## src/rtl/arbitro_memoria.sv

```systemverilog
// arbitro_memoria: two-port round-robin arbiter and access sequencer for the
// 256x11 data memory (synchronous write, combinational read).
//
// Each access takes two cycles. In IDLE a request is granted and its
// addr/din/we are latched into the registered memory port. During SERVE the
// memory sees that address, and a write commits at the closing edge. At that
// same edge the winner gets a one-cycle ack, plus read data if it was a read.
//
// Ports:
//   clk, rst_n                 clock, asynchronous active-low reset
//   req0/we0/addr0/din0        port 0 request, 1 = write, address, write data
//   ack0, rdata0               port 0 completion pulse, read data
//   req1/we1/addr1/din1        port 1 request, 1 = write, address, write data
//   ack1, rdata1               port 1 completion pulse, read data
//   mem_addr/mem_din/mem_we    registered drive into the memory
//   mem_dout                   memory read data (combinational in mem_addr)
//   busy                       high while an access is in SERVE
module arbitro_memoria #(
  parameter int unsigned AW = 8,
  parameter int unsigned DW = 11
) (
  input  logic          clk,
  input  logic          rst_n,
  input  logic          req0,
  input  logic          we0,
  input  logic [AW-1:0] addr0,
  input  logic [DW-1:0] din0,
  output logic          ack0,
  output logic [DW-1:0] rdata0,
  input  logic          req1,
  input  logic          we1,
  input  logic [AW-1:0] addr1,
  input  logic [DW-1:0] din1,
  output logic          ack1,
  output logic [DW-1:0] rdata1,
  output logic [AW-1:0] mem_addr,
  output logic [DW-1:0] mem_din,
  output logic          mem_we,
  input  logic [DW-1:0] mem_dout,
  output logic          busy
);

  localparam logic IDLE  = 1'b0;
  localparam logic SERVE = 1'b1;

  logic          state_q, state_d;
  logic          prio_q, prio_d;
  logic          winner_q, winner_d;
  logic [AW-1:0] addr_q, addr_d;
  logic [DW-1:0] din_q, din_d;
  logic          we_q, we_d;
  logic          ack0_q, ack0_d;
  logic          ack1_q, ack1_d;
  logic [DW-1:0] rdata0_q, rdata0_d;
  logic [DW-1:0] rdata1_q, rdata1_d;

  logic gnt_valid;
  logic gnt_sel;

  always_comb begin
    gnt_valid = req0 | req1;
    // Ties go to the priority port; a lone request wins outright.
    gnt_sel   = (req0 && req1) ? prio_q : req1;

    state_d  = state_q;
    prio_d   = prio_q;
    winner_d = winner_q;
    addr_d   = addr_q;
    din_d    = din_q;
    we_d     = we_q;
    ack0_d   = 1'b0;
    ack1_d   = 1'b0;
    rdata0_d = rdata0_q;
    rdata1_d = rdata1_q;

    case (state_q)
      IDLE: begin
        if (gnt_valid) begin
          state_d  = SERVE;
          winner_d = gnt_sel;
          prio_d   = ~gnt_sel;
          addr_d   = gnt_sel ? addr1 : addr0;
          din_d    = gnt_sel ? din1  : din0;
          we_d     = gnt_sel ? we1   : we0;
        end
      end
      SERVE: begin
        state_d = IDLE;
        we_d    = 1'b0;
        if (winner_q) begin
          ack1_d = 1'b1;
          if (!we_q) rdata1_d = mem_dout;
        end else begin
          ack0_d = 1'b1;
          if (!we_q) rdata0_d = mem_dout;
        end
      end
      default: state_d = IDLE;
    endcase
  end

  always_ff @(posedge clk or negedge rst_n) begin
    if (!rst_n) begin
      state_q  <= IDLE;
      prio_q   <= 1'b0;
      winner_q <= 1'b0;
      addr_q   <= '0;
      din_q    <= '0;
      we_q     <= 1'b0;
      ack0_q   <= 1'b0;
      ack1_q   <= 1'b0;
      rdata0_q <= '0;
      rdata1_q <= '0;
    end else begin
      state_q  <= state_d;
      prio_q   <= prio_d;
      winner_q <= winner_d;
      addr_q   <= addr_d;
      din_q    <= din_d;
      we_q     <= we_d;
      ack0_q   <= ack0_d;
      ack1_q   <= ack1_d;
      rdata0_q <= rdata0_d;
      rdata1_q <= rdata1_d;
    end
  end

  assign mem_addr = addr_q;
  assign mem_din  = din_q;
  assign mem_we   = we_q;
  assign ack0     = ack0_q;
  assign ack1     = ack1_q;
  assign rdata0   = rdata0_q;
  assign rdata1   = rdata1_q;
  assign busy     = (state_q == SERVE);

endmodule
```

## config.mk

```make
export PLATFORM = sky130hd
export DESIGN_NAME = arbitro_memoria
export DESIGN_NICKNAME = d
export VERILOG_FILES = /design/src/rtl/arbitro_memoria.sv
export SDC_FILE = /design/constraint.sdc
export NUM_CORES = 1
export LEC_CHECK = 0
export CORE_MARGIN = 2
export CORE_UTILIZATION = 33
export DETAILED_ROUTE_END_ITERATION = 10
export PLACE_DENSITY = 0.69
export SYNTH_ARGS = -nofsm -noshare
export SYNTH_HDL_FRONTEND = slang
export SYNTH_SLANG_ARGS = --single-unit
```

## constraint.sdc

```tcl
create_clock -name clk -period 1.62 [get_ports clk]
set_input_delay 0.486 -clock clk [delete_from_list [all_inputs] [get_ports clk]]
set_output_delay 0.486 -clock clk [all_outputs]
set_load 0.02 [all_outputs]
```

==> flow_results.org, run 1 <==
** Status
- Result of the run :: complete, no violations

** Logic synthesis
- Leading area contributor after synthesis :: dfrtp_1
- The share of the Yosys chip area taken by registers is 61.6%.
- Area share of the largest cell type after synthesis :: 61.6%
- Adder and majority cell fraction of the synthesized area :: 0%
- Number of synthesized register bits :: 47
- The portion of synthesized area spent on multiplexers is 13.0%.
- The average instance in the mapped netlist occupies 14.6 um^2.
- Summing every instance area after synthesis gives 1910 um^2.
- After Yosys synthesis, XOR and XNOR cells account for 0% of the synthesized area.
- The number of nets in the synthesized netlist is 186.
- Total number of yosys warnings :: 0
- Synthesized instance count :: 131
- Number of library cell types mapped by synthesis :: 19
- The synthesized netlist devotes 9.23% of its cell area to simple gates.
- The synthesized netlist devotes 12.0% of its cell area to compound gates.
- Top cells by area, synth :: dfrtp_1 62%, mux2_2 13%, a221o_1 10%
- After synthesis, the largest family of logic cells by area is multiplexers.

** Layout
- The number of antenna diodes in the final layout is 0.
- Cells with a size suffix above 1 make up 17.8% of the layout.
- The finished cells cover 3050 um^2.
- The finished layout holds 313 standard cells, fillers aside.
- P&R area growth vs syn :: 59.8%
- Utilization after layout :: 55.1%
- The net count of the finished layout is 295.

** STA
- Final hold analysis gives a worst-case slack of 0.141 ns.
- Max-slew headroom :: 67.2%
- Final worst path period need :: 1.57 ns
- The number of hold-slack violations in the final timing report was 0.
- Dividing the final minimum period by the clock period gives 97.0%.
- Worst setup skew after layout :: 0.00314 ns
- RSZ-0062 raised after global routing :: false
- At the pin with the least slew margin, the transition time is 0.492 ns.
- Setup TNS :: 0 ns
- Setup violations remaining at the end of the flow were counted as 0.
- Minimum setup slack in the final design :: 0.0485 ns
- Top achievable clock speed :: 0.636 GHz
- The number of slew-limit violations in the final report came to 0.

** Worst setup path
- CP peak stage delay :: 0.42 ns
- Of all nets on the critical path, the largest fanout is 5.
- STA puts the critical path data arrival time at 1.09 ns.
- STA classifies the critical path endpoint as an output pin.
- Kind of launch point of the worst setup path :: flop
- Dominant delay contributor by cell family on the critical path :: flip-flops
- Slowest-stage cell, CP :: dfrtp_1
- Number of buffer and inverter stages on the critical path :: 1
- Data on the critical path is required at its endpoint by 1.13 ns.
- CP cell instances :: dlygate4sd2_1
- Kind of critical path :: flop to output pin

** Global route
- Entering global routing, the biggest net connects 28 pins.
- The first global-routing pass estimated 7.46 mm of wire.
- Global routing consumed, over all layers together, 15.5% of the routing resources.
- Initial antenna violation count :: 0
- Global route total overflow :: 0
- The number of global-route vias before repair came to 1607.

** Pwr
- Power density cells :: 1380 nW/um^2
- The design draws 4.20 mW.
- Pleak :: 1.40 nW
- Max rail drop VDD :: 0.631 mV

** Clock network
- Number of hold buffers added after CTS :: 0
- In this run the deepest clock path goes through 2 buffers.
- After clock tree synthesis, the clock-pin slew on the worst setup and hold paths is 0.08 ns.
- Number of buffers inserted during clock tree synthesis :: 5
- CTS placed an instance of clkbuf_8 at the clock tree root.
- The clock reaches the later pin of the worst-skew pair after 0.30 ns.
- TritonCTS built the clock tree.
- The H-tree was split into 2 levels.
- Number of clock sinks :: 47

** Floorplan
- Row generation in the floorplan step produced 27 rows.
- Horizontal die dimension :: 80.1 um
- Height of the chip :: 80.1 um
- The total area inside the core boundary comes to 5540 um^2.
- Initial standard-cell utilization of the core :: 34.5%
- For this design the top-level I/O count stands at 100.
- Die area :: 6410 um^2

** Placed design
- Summed over all nets, the half-perimeter wirelength after detailed placement is 3.57 mm.
- Cell Count Post-Placement :: 305
- After detailed placement, the total cell area comes to 3010 um^2.
- Routability-driven placement congestion ratio :: 0.749
- Worst slack at placement :: -0.244 ns
- Quantity of I/O buffers inserted on ports :: 99

** Drt
- After detailed routing, the number of vias per cell comes to 4.86.
- For this run, the detailed router's first-pass iteration total came to 4.
- Post-route DRC violation count :: 0
- The count of nets left with antenna violations once routing finished came out at 0.
- The first routing iteration left 58 violations.
- The detailed router placed 1520 vias in this run.
- The routed design has 4.74 mm of wire.
- Dividing the detail-routed wire length by the instance count gives 15.1 um.

** Min path
- Worst min-delay path category :: input pin to async pin

** Flow run
- The tool flagged a number of max-cap violations equal to 0.
## cells by family (layout without fill, tap and decap cells)
group / Yosys count / after routing
multiplexers: 22 / 22
AO/OA/AOI/OAI: 24 / 24
buffers and inverters: 10 / 120
flip-flops: 47 / 47
AND/OR/NAND/NOR: 28 / 28
## cell usage in the layout (no fill, tap or decap)
cell and n:
nand2_1 1, dfrtp_1 47, and2_1 20, nor2_1 2
o21bai_1 1, buf_12 1, a221o_1 19, a21o_1 2
nand2b_1 2, buf_4 10, inv_1 2, buf_2 1
o2bb2ai_1 1, and3_1 1, nor3_2 1, clkbuf_8 7
a32oi_1 1, clkdlybuf4s50_1 53, and3_4 1, dlygate4sd2_1 45
mux2_2 22, clkbuf_1 1
## flip-flops by register name (all words and copies together) (netlist names)
name / count
ack0: 1
rdata0: 11
rdata1: 11
winner_q: 1
mem_we: 1
prio_q: 1
ack1: 1
mem_din: 11
mem_addr: 8
busy: 1
## cell usage after synthesis (all sizes together)
cell type / n
dfrtp: 47
clkbuf: 1
a32oi: 1
nor2: 2
o21bai: 1
nand2b: 2
nor3: 1
o2bb2ai: 1
nand2: 1
mux2: 22
a21o: 2
and3: 2
buf: 7
inv: 2
and2: 20
a221o: 19
## repair_timing
action,CTS,global route
gates resized for setup,45,0
setup buffers,0,0
endpoints found under the setup margin,45,0
## worst paths after layout
kind	start	endpoint	slack, ns	cells past startpoint
min	rst_n	mem_addr[5]	0.14	1
max reg2reg	busy	rdata0[8]	0.22	4
max in group asynchronous	rst_n	rdata1[4]	0.97	2
max	busy	busy	0.05	1
min in group clk	winner_q	ack0	0.50	1
min reg2reg	winner_q	ack0	0.50	1
## per-layer routing
layer,up-vias,wire length [um],track usage (%)
met4,0,125,7.29
met3,10,381,5.17
li1,697,-,-
met1,732,2040,18.4
met5,-,0,0
met2,81,2200,25.3
## where the power goes
part / switching (mW) / leakage (nW) / internal, mW
clock network: 0.375 / 0.0515 / 0.390
logic: 0.884 / 0.784 / 0.836
registers: 0.167 / 0.566 / 1.55
total: 1.43 / 1.40 / 2.78
## area by class of cell
type                       instances  area (um^2)
clock buffer                       8          100
fill                             514         2490
inverter                           2         7.51
multi-input combinational         74          654
sequential                        47         1180
tap                               72         90.1
timing repair buffer             110         1020
Power figures use the tool's default switching activity.
==> run 2: changes to the inputs <==
Settings changed: CORE_UTILIZATION 33 to 35, CTS_BUF_LIST from default to sky130_fd_sc_hd__clkbuf_16, PLACE_DENSITY 0.69 to 0.72.
==> flow_results.org, run 2 (same netlist as run 1, synthesis figures left out) <==
** Placed design
- The estimated wirelength of the detail-placed design came to 3.53 mm (-1.2%).
- The final weighted congestion in routability-driven placement came to 0.742 (-0.84%).
- Worst slack at placement :: -0.262 ns (-0.0172 ns)
- Quantity of I/O buffers inserted on ports :: 99 (unchanged)

** Global route
- The overflow left after global routing is 0 (unchanged).
- The first-pass GRT wire length was 7.81 mm (+4.7%).
- The initial antenna violation count came to 0 (unchanged).
- The maximum number of pins on one net before global-route repair was 25 (-11%).
- Overall track demand over capacity in global routing :: 16.4% (+0.92 points)
- Via count of the first global-routing pass :: 1584 (-1.4%)

** Clock network
- The number of buffers inserted to repair setup after CTS is 0 (unchanged).
- TritonCTS built the clock tree.
- Root Buffer Master :: clkbuf_16
- The number of H-tree levels was 2 (unchanged).
- Clock network latency to the later pin of the worst-skew pair :: 0.28 ns (-0.02 ns)
- The TritonCTS buffer count came to 5 (unchanged).
- Number of clock sinks :: 47 (unchanged)
- The count of hold-fix buffers inserted at cts was 0 (unchanged).
- The maximum buffer depth of the clock tree was 2 (unchanged).
- Clock-pin slew of the registers on the worst-case setup and hold paths :: 0.06 ns (-0.02 ns)

** Worst setup path
- Kind of critical path :: input pin to flop
- The required time reported for the critical path endpoint is 1.78 ns (+0.65 ns).
- The worst setup path is launched from an input pin.
- STA classifies the critical path endpoint as a flop.
- Crit Path Max Fanout :: 6 (+1)
- Data arrival time of the critical path :: 1.74 ns (+0.65 ns)

** Layout
- P&R area growth vs syn :: 65.2%
- Area occupied by multi-input gates :: 679 um^2 (+3.8%)
- The final standard cell utilization of the core was 61.0% (+5.9 points).
- Sequential cell area in the final layout :: 1180 um^2 (unchanged)
- Diode count :: 0 (unchanged)
- The total of fill cells in the finished design came to 455 (-11%).
- In the layout the commonest cells are 52 x clkdlybuf4s50_1, 47 x dfrtp_1, 45 x dlygate4sd2_1.
- Number of nets at the end of the flow :: 299 (+1.4%)
- Leading cell type in the layout, fill and taps excluded :: clkdlybuf4s50_1
- The layout cell share with drive strength beyond 1 came to 20.0% (+2.2 points).

** Pwr
- The power density over the cells was 1460 nW/um^2 (+6.1%).
- The static leakage power is 1.46 nW (+4.1%).
- The worst IR drop on VDD was 0.704 mV (+12%).

** STA
- The fmax is 0.634 GHz (-0.40%).
- The final worst-path cycle share came to 97.4% (+0.39 points).
- The clock skew was 0.00555 ns (+0.00241 ns).
- The clock period minus final worst setup slack is 1.58 ns (+0.00624 ns).
- The slew at the pin with the worst max-slew slack came to 0.313 ns (-0.178 ns).
- The worst-case setup margin in the final layout is 0.0423 ns (-0.00624 ns).
- The number of slew-limit violations in the final report was 0 (unchanged).
- The final count of negative-setup-slack endpoints came to 0 (unchanged).
- Final hold viol count :: 0 (unchanged)
- The worst slew margin relative to its limit was 79.1% (+12 points).

** Floorplan
- The vertical extent of the die is 77.9 um (-2.8%).
- The floorplan core area is 5170 um^2 (-6.6%).
- Die area :: 6070 um^2 (-5.4%)
- The I/O pin count was 100 (unchanged).
- Horizontal die dimension :: 77.9 um (-2.8%)
- The effective utilization at floorplan was 36.9% (+2.5 points).
- Standard-cell row count :: 26 (-3.7%)

** Status
- Result of the run :: complete, no violations

** Drt
- The count of vias placed by the detailed router is 1555 (+2.3%).
- The average wire length per cell after detail routing was 15.8 um (+4.0%).
- The per-cell via count in the routed design was 4.94 (+1.7%).
- Iter 0 DRT Violations :: 64 (+10%)
- Post-route DRC violation count :: 0 (unchanged)
- Antenna-violating nets left :: 0 (unchanged)
- The count of TritonRoute iterations in the first routing pass came to 4 (unchanged).
- Final wirelength :: 4.96 mm (+4.7%)

** Flow run
- The reported max-cap violation count is 0 (unchanged).

** Min path
- The path class of the tightest hold or removal check is input pin to async pin.
run 2: cell types whose count changed in the layout (fill, tap and decap cells not counted), sizes merged:
cell           before  now
dlymetal6s2s        0    1
and3                2    4
clkdlybuf4s50      53   52
clkinv              0    2
buf                12   14
clkbuf              8    5
bufinv              0    1
run 2: layout make-up:
class | instances | share of cell area, %
clock buffer | 5 | 3.96
sequential | 47 | 37.3
timing repair buffer | 112 | 32.9
clock inverter | 3 | 1.39
inverter | 2 | 0.238
multi-input combinational | 76 | 21.5
tap | 70 | 2.77
run 2: where the power goes:
| group | switching [mW] | internal [mW] |
|---|---|---|
| Combinational | 0.890 | 0.847 |
| Clock | 0.415 | 0.727 |
| Sequential | 0.178 | 1.55 |
| Total | 1.48 | 3.13 |
run 2: stage by stage:
stage / setup TNS (ns) / std cells / cell area (um^2) / hold WS, ns / power, mW
final: 0 / 315 / 3160 / 0.0205 / 4.61
after detailed placement: -5.08 / 305 / 3010 / 0.315 / 3.76
after floorplan: 0 / 131 / 1910 / 0.190 / 2.72
after global routing: -0.00790 / 315 / 3160 / 0.0139 / 4.87
after CTS: 0 / 313 / 3120 / 0.0153 / 4.63
after global placement: -4.35 / 305 / 3010 / 0.316 / 3.74
run 2: worst paths after layout:
path / startpoint / to / slack (ns) / cells after the start
max: req0 / mem_din[1] / 0.04 / 5
min: rst_n / rdata0[3] / 0.02 / 1
max reg2reg: busy / rdata0[10] / 0.18 / 4
min reg2reg: rdata1[10] / rdata1[10] / 0.50 / 1
max in group asynchronous: rst_n / rdata1[6] / 1.07 / 2
min in group clk: rdata1[10] / rdata1[10] / 0.50 / 1
run 2: repair_timing:
item | CTS | global route
setup endpoints to repair | 45 | 16
cloned | 0 | 2
hold endpoints to repair | 0 | 0
gates resized for setup | 45 | 6
pin swaps | 0 | 1
run 2: critical path, cell delays in order:
cell             delay [ns]
clkdlybuf4s50_1        0.52
nand2b_1               0.07
and3_1                 0.20
buf_4                  0.16
a221o_1                0.30
run 2: layer usage:
metal | up-vias | GRT usage [%] | wire length (um)
met5 | - | 0 | 0
met4 | 0 | 5.89 | 74
met3 | 5 | 4.42 | 343
met2 | 74 | 26.9 | 2360
met1 | 757 | 20.8 | 2190
li1 | 719 | - | -
==> run 3: changes to the inputs <==
Settings changed: CORE_UTILIZATION 35 to 39, PLACE_DENSITY 0.72 to 0.79.
==> flow_results.org, run 3 (same netlist as run 1, synthesis figures left out) <==
** Drt
- Initial DRT Pass Iterations :: 3 (-1)
- The detailed router's first-iteration violation count was 35 (-45%).
- The count of vias placed by the detailed router is 1477 (-5.0%).
- Final wirelength :: 4.40 mm (-11%)
- Vias per Instance :: 4.83 (-2.2%)
- Average detailed-routed wire length per instance :: 14.4 um (-8.7%)
- Antenna-violating nets left :: 0 (unchanged)
- The post-detailed-route DRC marker count is 0 (unchanged).

** Global route
- Via count of the first global-routing pass :: 1500 (-5.3%)
- Initial antenna violation count :: 0 (unchanged)
- Maximum number of pins on one net before global-route repair :: 48 (+92%)
- The overflow left after global routing came to 0 (unchanged).
- Global-route wire length before repair :: 6.87 mm (-12%)
- The all-layer global routing usage came to 16.7% (+0.33 points).

** Worst setup path
- The highest fanout seen on the critical path is 10 (+4).
- The worst setup path is captured at a flop.
- On the critical path, the stage with the largest delay is an instance of clkdlybuf4s50_1.
- The arrival time reported for the critical path endpoint is 1.72 ns (-0.02 ns).
- STA classifies the critical path startpoint as an input pin.
- Kind of critical path :: input pin to flop
- Traced cell by cell, the critical path runs through clkdlybuf4s50_1 -> o21bai_1 -> buf_4 -> and2_1 -> a221o_1.
- WP data required :: 1.78 ns (about the same)
- CP peak stage delay :: 0.52 ns (about the same)
- Origin of the critical flop-to-flop path :: busy
- Critical Path Source :: req1

** STA
- Total count of max-transition violations in the final report :: 0 (unchanged)
- The final count of negative-setup-slack endpoints came to 0 (unchanged).
- Worst setup skew after layout :: 0.00202 ns (-0.00353 ns)
- Setup repair after global routing left no endpoint under its margin.
- The clock period minus final worst setup slack was 1.57 ns (-0.0119 ns).
- The fmax was 0.639 GHz (+0.76%).
- Max-slew headroom :: 83.4% (+4.3 points)
- Final period utilization :: 96.7% (-0.74 points)
- Slew of the pin with the lowest slew margin :: 0.249 ns (-0.0641 ns)
- Final hold viol count :: 0 (unchanged)

** Clock network
- Max Buffers Root-to-Sink :: 2 (unchanged)
- The clock latency at the later pin of the worst-skew pair is 0.27 ns (about the same).
- Post-CTS setup buffers :: 0 (unchanged)
- The clock transition at the registers of the reported paths came to 0.06 ns (about the same).
- The number of sinks handled by clock tree synthesis is 47 (unchanged).
- The number of H-tree levels came to 2 (unchanged).
- The count of hold-fix buffers inserted at cts came to 0 (unchanged).
- The TritonCTS buffer count is 5 (unchanged).
- Clock tree from TritonCTS :: done
- The cell sitting at the root of the clock tree is a clkbuf_16.

** Floorplan
- The number of placement rows is 25 (-3.8%).
- The floorplan core area is 4720 um^2 (-8.7%).
- The die area is 5470 um^2 (-9.8%).
- The I/O pin count was 100 (unchanged).
- The vertical extent of the die was 74.0 um (-5.0%).
- The die width came to 74.0 um (-5.0%).
- Initial standard-cell utilization of the core :: 40.5% (+3.5 points)

** Placed design
- Half-perimeter wire length after placement :: 3.30 mm (-6.5%)
- The final weighted congestion in routability-driven placement is 0.686 (-7.5%).
- The total of buffers placed on input and output ports was 99 (unchanged).

** Pwr
- Max rail drop VDD :: 0.542 mV (-23%)
- The static leakage power is 1.43 nW (-2.2%).
- The power density over the cells was 1420 nW/um^2 (-3.0%).
- The total power after layout is 4.38 mW (-4.9%).

** Flow run
- Number of maximum-capacitance constraint violations :: 0 (unchanged)

** Layout
- The total number of nets in the final design came to 293 (-2.0%).
- The library cell used most frequently in the layout, excluding fill and tap cells, is clkdlybuf4s50_1.
- Area occupied by multi-input gates :: 654 um^2 (-3.7%)
- Share of final-layout standard cells stronger than drive strength 1 :: 16.3% (-3.7 points)
- Utilization after layout :: 65.5% (+4.5 points)
- The antenna cell count was 0 (unchanged).
- Fillcell total :: 358 (-21%)
- From synthesis to final layout, the design area changed by 62.0%.
- In the layout the commonest cells are 52 x clkdlybuf4s50_1, 47 x dfrtp_1, 45 x dlygate4sd2_1.
- The total area of sequential cells is 1180 um^2 (unchanged).

** Status
- The run finished with clean final reports.

** Min path
- Worst min-delay path category :: input pin to async pin
==> run 3: changes by cell type in the layout (fill, tap and decap cells not counted) <==
cell / delta
nand2_2: -1
bufinv_16: -1
clkinv_2: -1
and3_4: -2
buf_4: -5
clkinv_4: -1
buf_12: +3
buf_6: -2
inv_1: +1
nand2_1: +1
clkinv_1: +2
==> run 3: per-stage QoR <==
stage / std cells / setup WS, ns / TNS, ns / hold WS, ns / area [um^2]
after global routing: 306 / 0.0106 / 0 / 0.205 / 3100
after CTS: 306 / 0.0387 / 0 / 0.193 / 3090
after global placement: 298 / -0.224 / -4.32 / 0.474 / 3010
final: 306 / 0.0542 / 0 / 0.186 / 3100
after floorplan: 131 / 0.180 / 0 / 0.190 / 1910
after detailed placement: 298 / -0.262 / -4.95 / 0.490 / 3010
==> run 3: metal layers <==
metal | part of all wire (%) | vias up | track usage, %
met1 | 41 | 696 | 19.1
li1 | - | 701 | -
met2 | 48 | 78 | 28.7
met3 | 11 | 2 | 6.91
met4 | 0.43 | 0 | 5.45
met5 | 0 | - | 0
==> run 3: final timing paths <==
path / slack, ns / cells past startpoint / end
setup / recovery: 0.05 / 5 / mem_din[10]
hold / removal: 0.19 / 2 / rdata1[5]
setup reg to reg: 0.20 / 4 / rdata0[2]
hold reg to reg: 0.49 / 1 / ack0
max in group asynchronous: 1.22 / 2 / mem_addr[3]
min in group clk: 0.49 / 1 / ack0
==> run 3: cell type report <==
type	instances	share of cell area (%)
Clock buffer	5	4.04
Clock inverter	3	0.364
Inverter	2	0.243
Multi-Input combinational cell	74	21.1
Sequential cell	47	38.0
Tap cell	67	2.71
Timing Repair Buffer	108	33.5
==> run 3: power breakdown <==
part           leakage [nW]  internal, mW  switching (mW)
registers             0.566          1.55           0.170
logic                 0.791         0.845           0.877
clock network        0.0701         0.555           0.385
total                  1.43          2.95            1.43
==> run 3: repair_timing <==
| item | CTS | global route |
|---|---|---|
| hold endpoints to repair | 0 | 0 |
| resized for setup | 45 | 1 |
| setup endpoints to repair | 45 | 2 |
==> run 3: worst max-delay path: cells and delay by family <==
| family | cells | cell delay [ns] |
|---|---|---|
| compound gates | 2 | 0.38 |
| buf+inv | 2 | 0.70 |
| simple gates | 1 | 0.16 |
==> variant 1, RTL diff (flow settings as in run 3) <==
Make the reset (`rst_n`) synchronous in one clocked block. Comments in the files are not updated.
--- a/src/rtl/arbitro_memoria.sv
+++ b/src/rtl/arbitro_memoria.sv
@@ -100,5 +100,5 @@
   end
 
-  always_ff @(posedge clk or negedge rst_n) begin
+  always_ff @(posedge clk) begin
     if (!rst_n) begin
       state_q  <= IDLE;
Formal check against the unedited RTL: differs if rst_n is asserted again (counterexample within 4 cycles, from zero or initial values and one cycle with rst_n low); with rst_n held inactive, the same outputs for 10 cycles.
==> variant 1 against run 3 <==
  * Via count increased by 14%
  * Largest cell class is now buffers
  * Final cell count grew 7.5%
  * Wire length increased by 14%
  * Synthesized area shrank 4.4%
  * Core utilization rose by 4.0 points
  * Critical path type unchanged
  * Cell area shrank 0.12%
  * Setup slack got worse by 7.7 ps
  * Critical path depth unchanged
  * Sequential cell count unchanged
  * First-iteration DRC count grew to 2.5 times the old value
  * Register-to-register slack barely moved
Power is not compared: it rests on default switching activity, and its combinational part moved more than twofold at a synthesized area within 25%.
==> variant 1: results (changes against run 3) <==
[outcome]
status=finished, final reports clean  ; unchanged

[drt]
wl_um=5020  ; was 4400 um
drt_iter0_markers=89  ; was 35
vias_per_cell=5.10  ; was 4.83
avgRoutedWirePerCell_um=15.3  ; was 14.4 um
first_pass_iters=4  ; was 3

[placement]
hpwl_um=3620  ; was 3300 um
numPortBuffers=99  ; unchanged
routabilityCongestion=0.870  ; was 0.686
dp_cells=319  ; was 298
dpl_cell_area_sq_um=2970  ; was 3010 sq um

[grt]
grtUsageTotal=0.203  ; was 0.167
grt_max_degree=32  ; was 48
grt_first_pass_wirelength_um=8130  ; was 6870 um
first_global_vias=1732  ; was 1500
antenna_found_initial=0  ; unchanged

[critical_path]
worst-path-max-fanout=31  ; was 10
rr_endpoint=rdata0[1]  ; was rdata0[2]
critPathArrivalTime_ps=1740  ; was 1720 ps
r2r-start=busy  ; unchanged
worst-r2r-cell-count=5  ; was 4
worst-r2r-setup-slack_ps=200  ; about the same

[hold_path]
hp-class=flop to flop  ; was input pin to asynchronous set/reset pin
hold-path-cell-count=1
hp-start=winner_q
holdPathEnd=ack0

[synthesis]
postSynth.asyncResetShare=0  ; was 1.00
synth_warnings=0  ; unchanged
syn_inst=162  ; was 131
ys_types=23  ; was 19
ys_top_cells_by_area=dfxtp_1, mux2i_1, a221o_1  ; was dfrtp_1, mux2_2, a221o_1
synth_common_cells=dfxtp_1, mux2i_1, nor2b_1  ; was dfrtp_1, mux2_2, and2_1
syn_nets=217  ; was 186
yosysSeqAreaShare=0.515  ; was 0.616

[clock_tree]
clk_latency_ps=280
clk_pin_slew_ps=60  ; about the same
cts_buffer_depth=2  ; unchanged
h-tree-depth=2  ; unchanged
cts-root-buf=clkbuf_16  ; unchanged
cts_made_buffers=5  ; unchanged

[timing]
setup_viol=0  ; unchanged
skew_ps=4.14  ; was 2.02 ps
slew_headroom=0.808  ; was 0.834
report.final.slew_viol_count=0  ; unchanged

[layout]
final_nets=331  ; was 293
n_antenna_cell=0  ; unchanged
drive_above_1_share=0.108  ; was 0.163

[power_and_ir_drop]
max-vdd-ir-drop_v=0.000420
p_leak_uw=0.00153

variant 1: worst max-delay path, cell delays in order:
cell,delay [ps]
clkdlybuf4s50_1,430
buf_4,150
buf_4,210
and3_1,200
a221o_1,260
variant 1: final cells by class:
class,instances,area [sq um]
flip-flops and latches,47,941
clock buffers,5,125
multi-input cells,103,825
clock inverters,3,20.0
fillers,360,1350
well taps,52,65.1
repair buffers,117,1110
inverters,2,7.51
variant 1: repair_timing:
action | CTS | global route
setup endpoints to repair | 64 | 17
gates resized for setup | 48 | 1
buffers inserted | 2 | 0
pin swaps | 1 | 0
variant 1: report_power, final:
group	leakage (uW)	switching (uW)	internal [uW]
Combinational	0.00108	258	320
Sequential	0.000385	38.6	1230
Clock	0.0000674	420	568
variant 1: stage by stage:
stage | hold slack, ps | setup slack [ps] | TNS [ps]
floorplan | 436 | 102 | 0
global placement | 450 | -400 | -9880
detailed placement | 456 | -440 | -10780
CTS | 475 | 19.6 | 0
global route | 506 | 3.41 | 0
finish | 475 | 46.5 | 0
variant 1: how the worst max path moves through the flow:
stage	startpoint	end	slack, ps	cells past startpoint
after floorplan	busy	mem_addr[0]	100	5
after global placement	req1	mem_addr[4]	-400	4
after CTS	req1	mem_din[10]	20	5
final	rst_n	mem_addr[2]	50	5
after detailed placement	req0	mem_addr[2]	-440	4
after global routing	rst_n	mem_din[10]	3	5
variant 1: cell families after synthesis:
group / after synthesis / synth area share
and+or+nand+nor: 56 / 0.194
DFF: 47 / 0.515
AOI/OAI and AO/OA: 24 / 0.127
muxes: 23 / 0.126
buffers and inverters: 12 / 0.0377
variant 1: per-layer routing:
metal,track usage,wire length [um],vias to the layer above
met2,0.354,2440,69
met5,0,0,-
li1,-,-,823
met1,0.241,2140,776
met4,0.0741,107,0
met3,0.0528,335,10
==> variant 2, RTL diff (flow settings as in run 3) <==
Made on the original files. Change the parameter `DW` from 11 to 15.
--- a/src/rtl/arbitro_memoria.sv
+++ b/src/rtl/arbitro_memoria.sv
@@ -18,5 +18,5 @@
 module arbitro_memoria #(
   parameter int unsigned AW = 8,
-  parameter int unsigned DW = 11
+  parameter int unsigned DW = 15
 ) (
   input  logic          clk,
Interface: changed (6 resized); port bits go from 100 to 124. No check against the original RTL was run, so the function may have changed too.
==> variant 2 against run 3 <==
  * Cell area rose by 31%
  * Via count is 26% higher
  * Synthesized area rose by 26%
  * Setup slack improved by 0.71 ps
  * Wire length up 39%
  * Sequential cell count rose by 12
  * Maximum frequency about the same
  * Core utilization grew 2.3 points
  * Sequential power increased by 29%
  * Largest cell class unchanged
  * First-iteration DRC count rose by 120%
  * Total power is 49% higher
  * Clock skew increased by 2.3 ps
  * Critical path depth shrank 4
  * Sequential share of layout area down 1.5 points
  * Highest routed layer unchanged
==> variant 2: results (changes against run 3) <==
[power_and_ir_drop]
p_leak_uw=0.00189  ; was 0.00143 uW

[outcome]
status=finished, final reports clean  ; unchanged

[critical_path]
cpPeakStageDelay_ps=410  ; was 520 ps
r2r-start=winner_q  ; was busy
cp_top_family=flip-flops  ; was buffers and inverters
rr_endpoint=rdata1[0]  ; was rdata0[2]
critPathArrivalTime_ps=1080  ; was 1720 ps
worst-path-max-fanout=5  ; was 10
critPathCapture=busy  ; was mem_din[10]
cp_slowest_cell=dfrtp_1  ; was clkdlybuf4s50_1
cp-startpoint=busy  ; was req1

[placement]
hpwl_um=4350  ; was 3300 um
numPortBuffers=123  ; was 99
dp_cells=357  ; was 298
dp_slack_ps=-315  ; was -262 ps

[clock_tree]
cts_buffer_depth=2  ; unchanged
h-tree-depth=3  ; was 2
clk_latency_ps=320  ; was 270 ps

[drt]
avgRoutedWirePerCell_um=16.4  ; was 14.4 um
via_count=1865  ; was 1477
first_pass_iters=6  ; was 3
drt_iter0_markers=76  ; was 35
wl_um=6120  ; was 4400 um

[layout]
fillCellCount=487  ; was 358
drive_above_1_share=0.191  ; was 0.163

[synthesis]
syn_nets=229  ; was 186
syn_area_per_cell_sq_um=14.9  ; was 14.6 sq um
yosysSeqAreaShare=0.612  ; was 0.616
synth_common_cells=dfrtp_1, and2_1, a221o_1  ; was dfrtp_1, mux2_2, and2_1
ys_top_cells_by_area=dfrtp_1, a221o_1, mux2_2  ; was dfrtp_1, mux2_2, a221o_1
ys_types=21  ; was 19

[timing]
skew_ps=4.30  ; was 2.02 ps

[grt]
grt_first_pass_wirelength_um=9320  ; was 6870 um
grtUsageTotal=0.186  ; was 0.167
grt_max_degree=60  ; was 48
first_global_vias=1846  ; was 1500

-- variant 2: per-stage QoR --
stage / power (uW) / utilization
2_1_floorplan: 3560 / -
3_3_place_gp: 4880 / 0.637
3_5_place_dp: 4960 / 0.637
6_report: 6520 / 0.679
4_1_cts: 6590 / 0.678
5_1_grt: 6860 / 0.679
-- variant 2: final cells by class --
| cell class | instances | area (sq um) | area share |
|---|---|---|---|
| flip-flops and latches | 59 | 1480 | 0.365 |
| inverters | 2 | 7.51 | 0.00186 |
| repair buffers | 131 | 1290 | 0.320 |
| multi-input cells | 90 | 852 | 0.211 |
| well taps | 75 | 93.8 | 0.0232 |
| clock inverters | 7 | 92.6 | 0.0229 |
| clock buffers | 9 | 225 | 0.0557 |
-- variant 2: repair_timing --
| action | in CTS | in global routing |
|---|---|---|
| endpoints found under the hold margin | 0 | 0 |
| resized for setup | 57 | 2 |
| setup endpoints to repair | 57 | 23 |
-- variant 2: layer usage --
layer,track usage,share of wire,vias to the layer above
met4,0.0836,0.015,0
met3,0.0500,0.086,9
met1,0.232,0.42,905
met5,0,0,-
met2,0.305,0.48,88
li1,-,-,863
-- variant 2: cells by family (layout without fill, tap and decap cells) --
logic type             count (synthesis)  in the layout  synth area share
AOI/OAI and AO/OA                     28             28             0.112
muxes                                 30             30             0.156
DFF                                   59             59             0.612
buffers and inverters                 13            149            0.0363
and+or+nand+nor                       32             32            0.0840
-- variant 2: where the power goes --
part	switching, uW	internal (uW)
Clock	634	1340
Sequential	251	1970
Combinational	1160	1170
-- variant 2: how the worst min path moves through the flow --
stage / start / end / slack (ps)
CTS: rst_n / rdata1[14] / 180
global route: rst_n / rdata1[3] / 190
global placement: rdata1[0] / rdata1[0] / 490
floorplan: rst_n / ack0 / 190
finish: rst_n / rdata1[14] / 170
detailed placement: rdata1[2] / rdata1[2] / 490
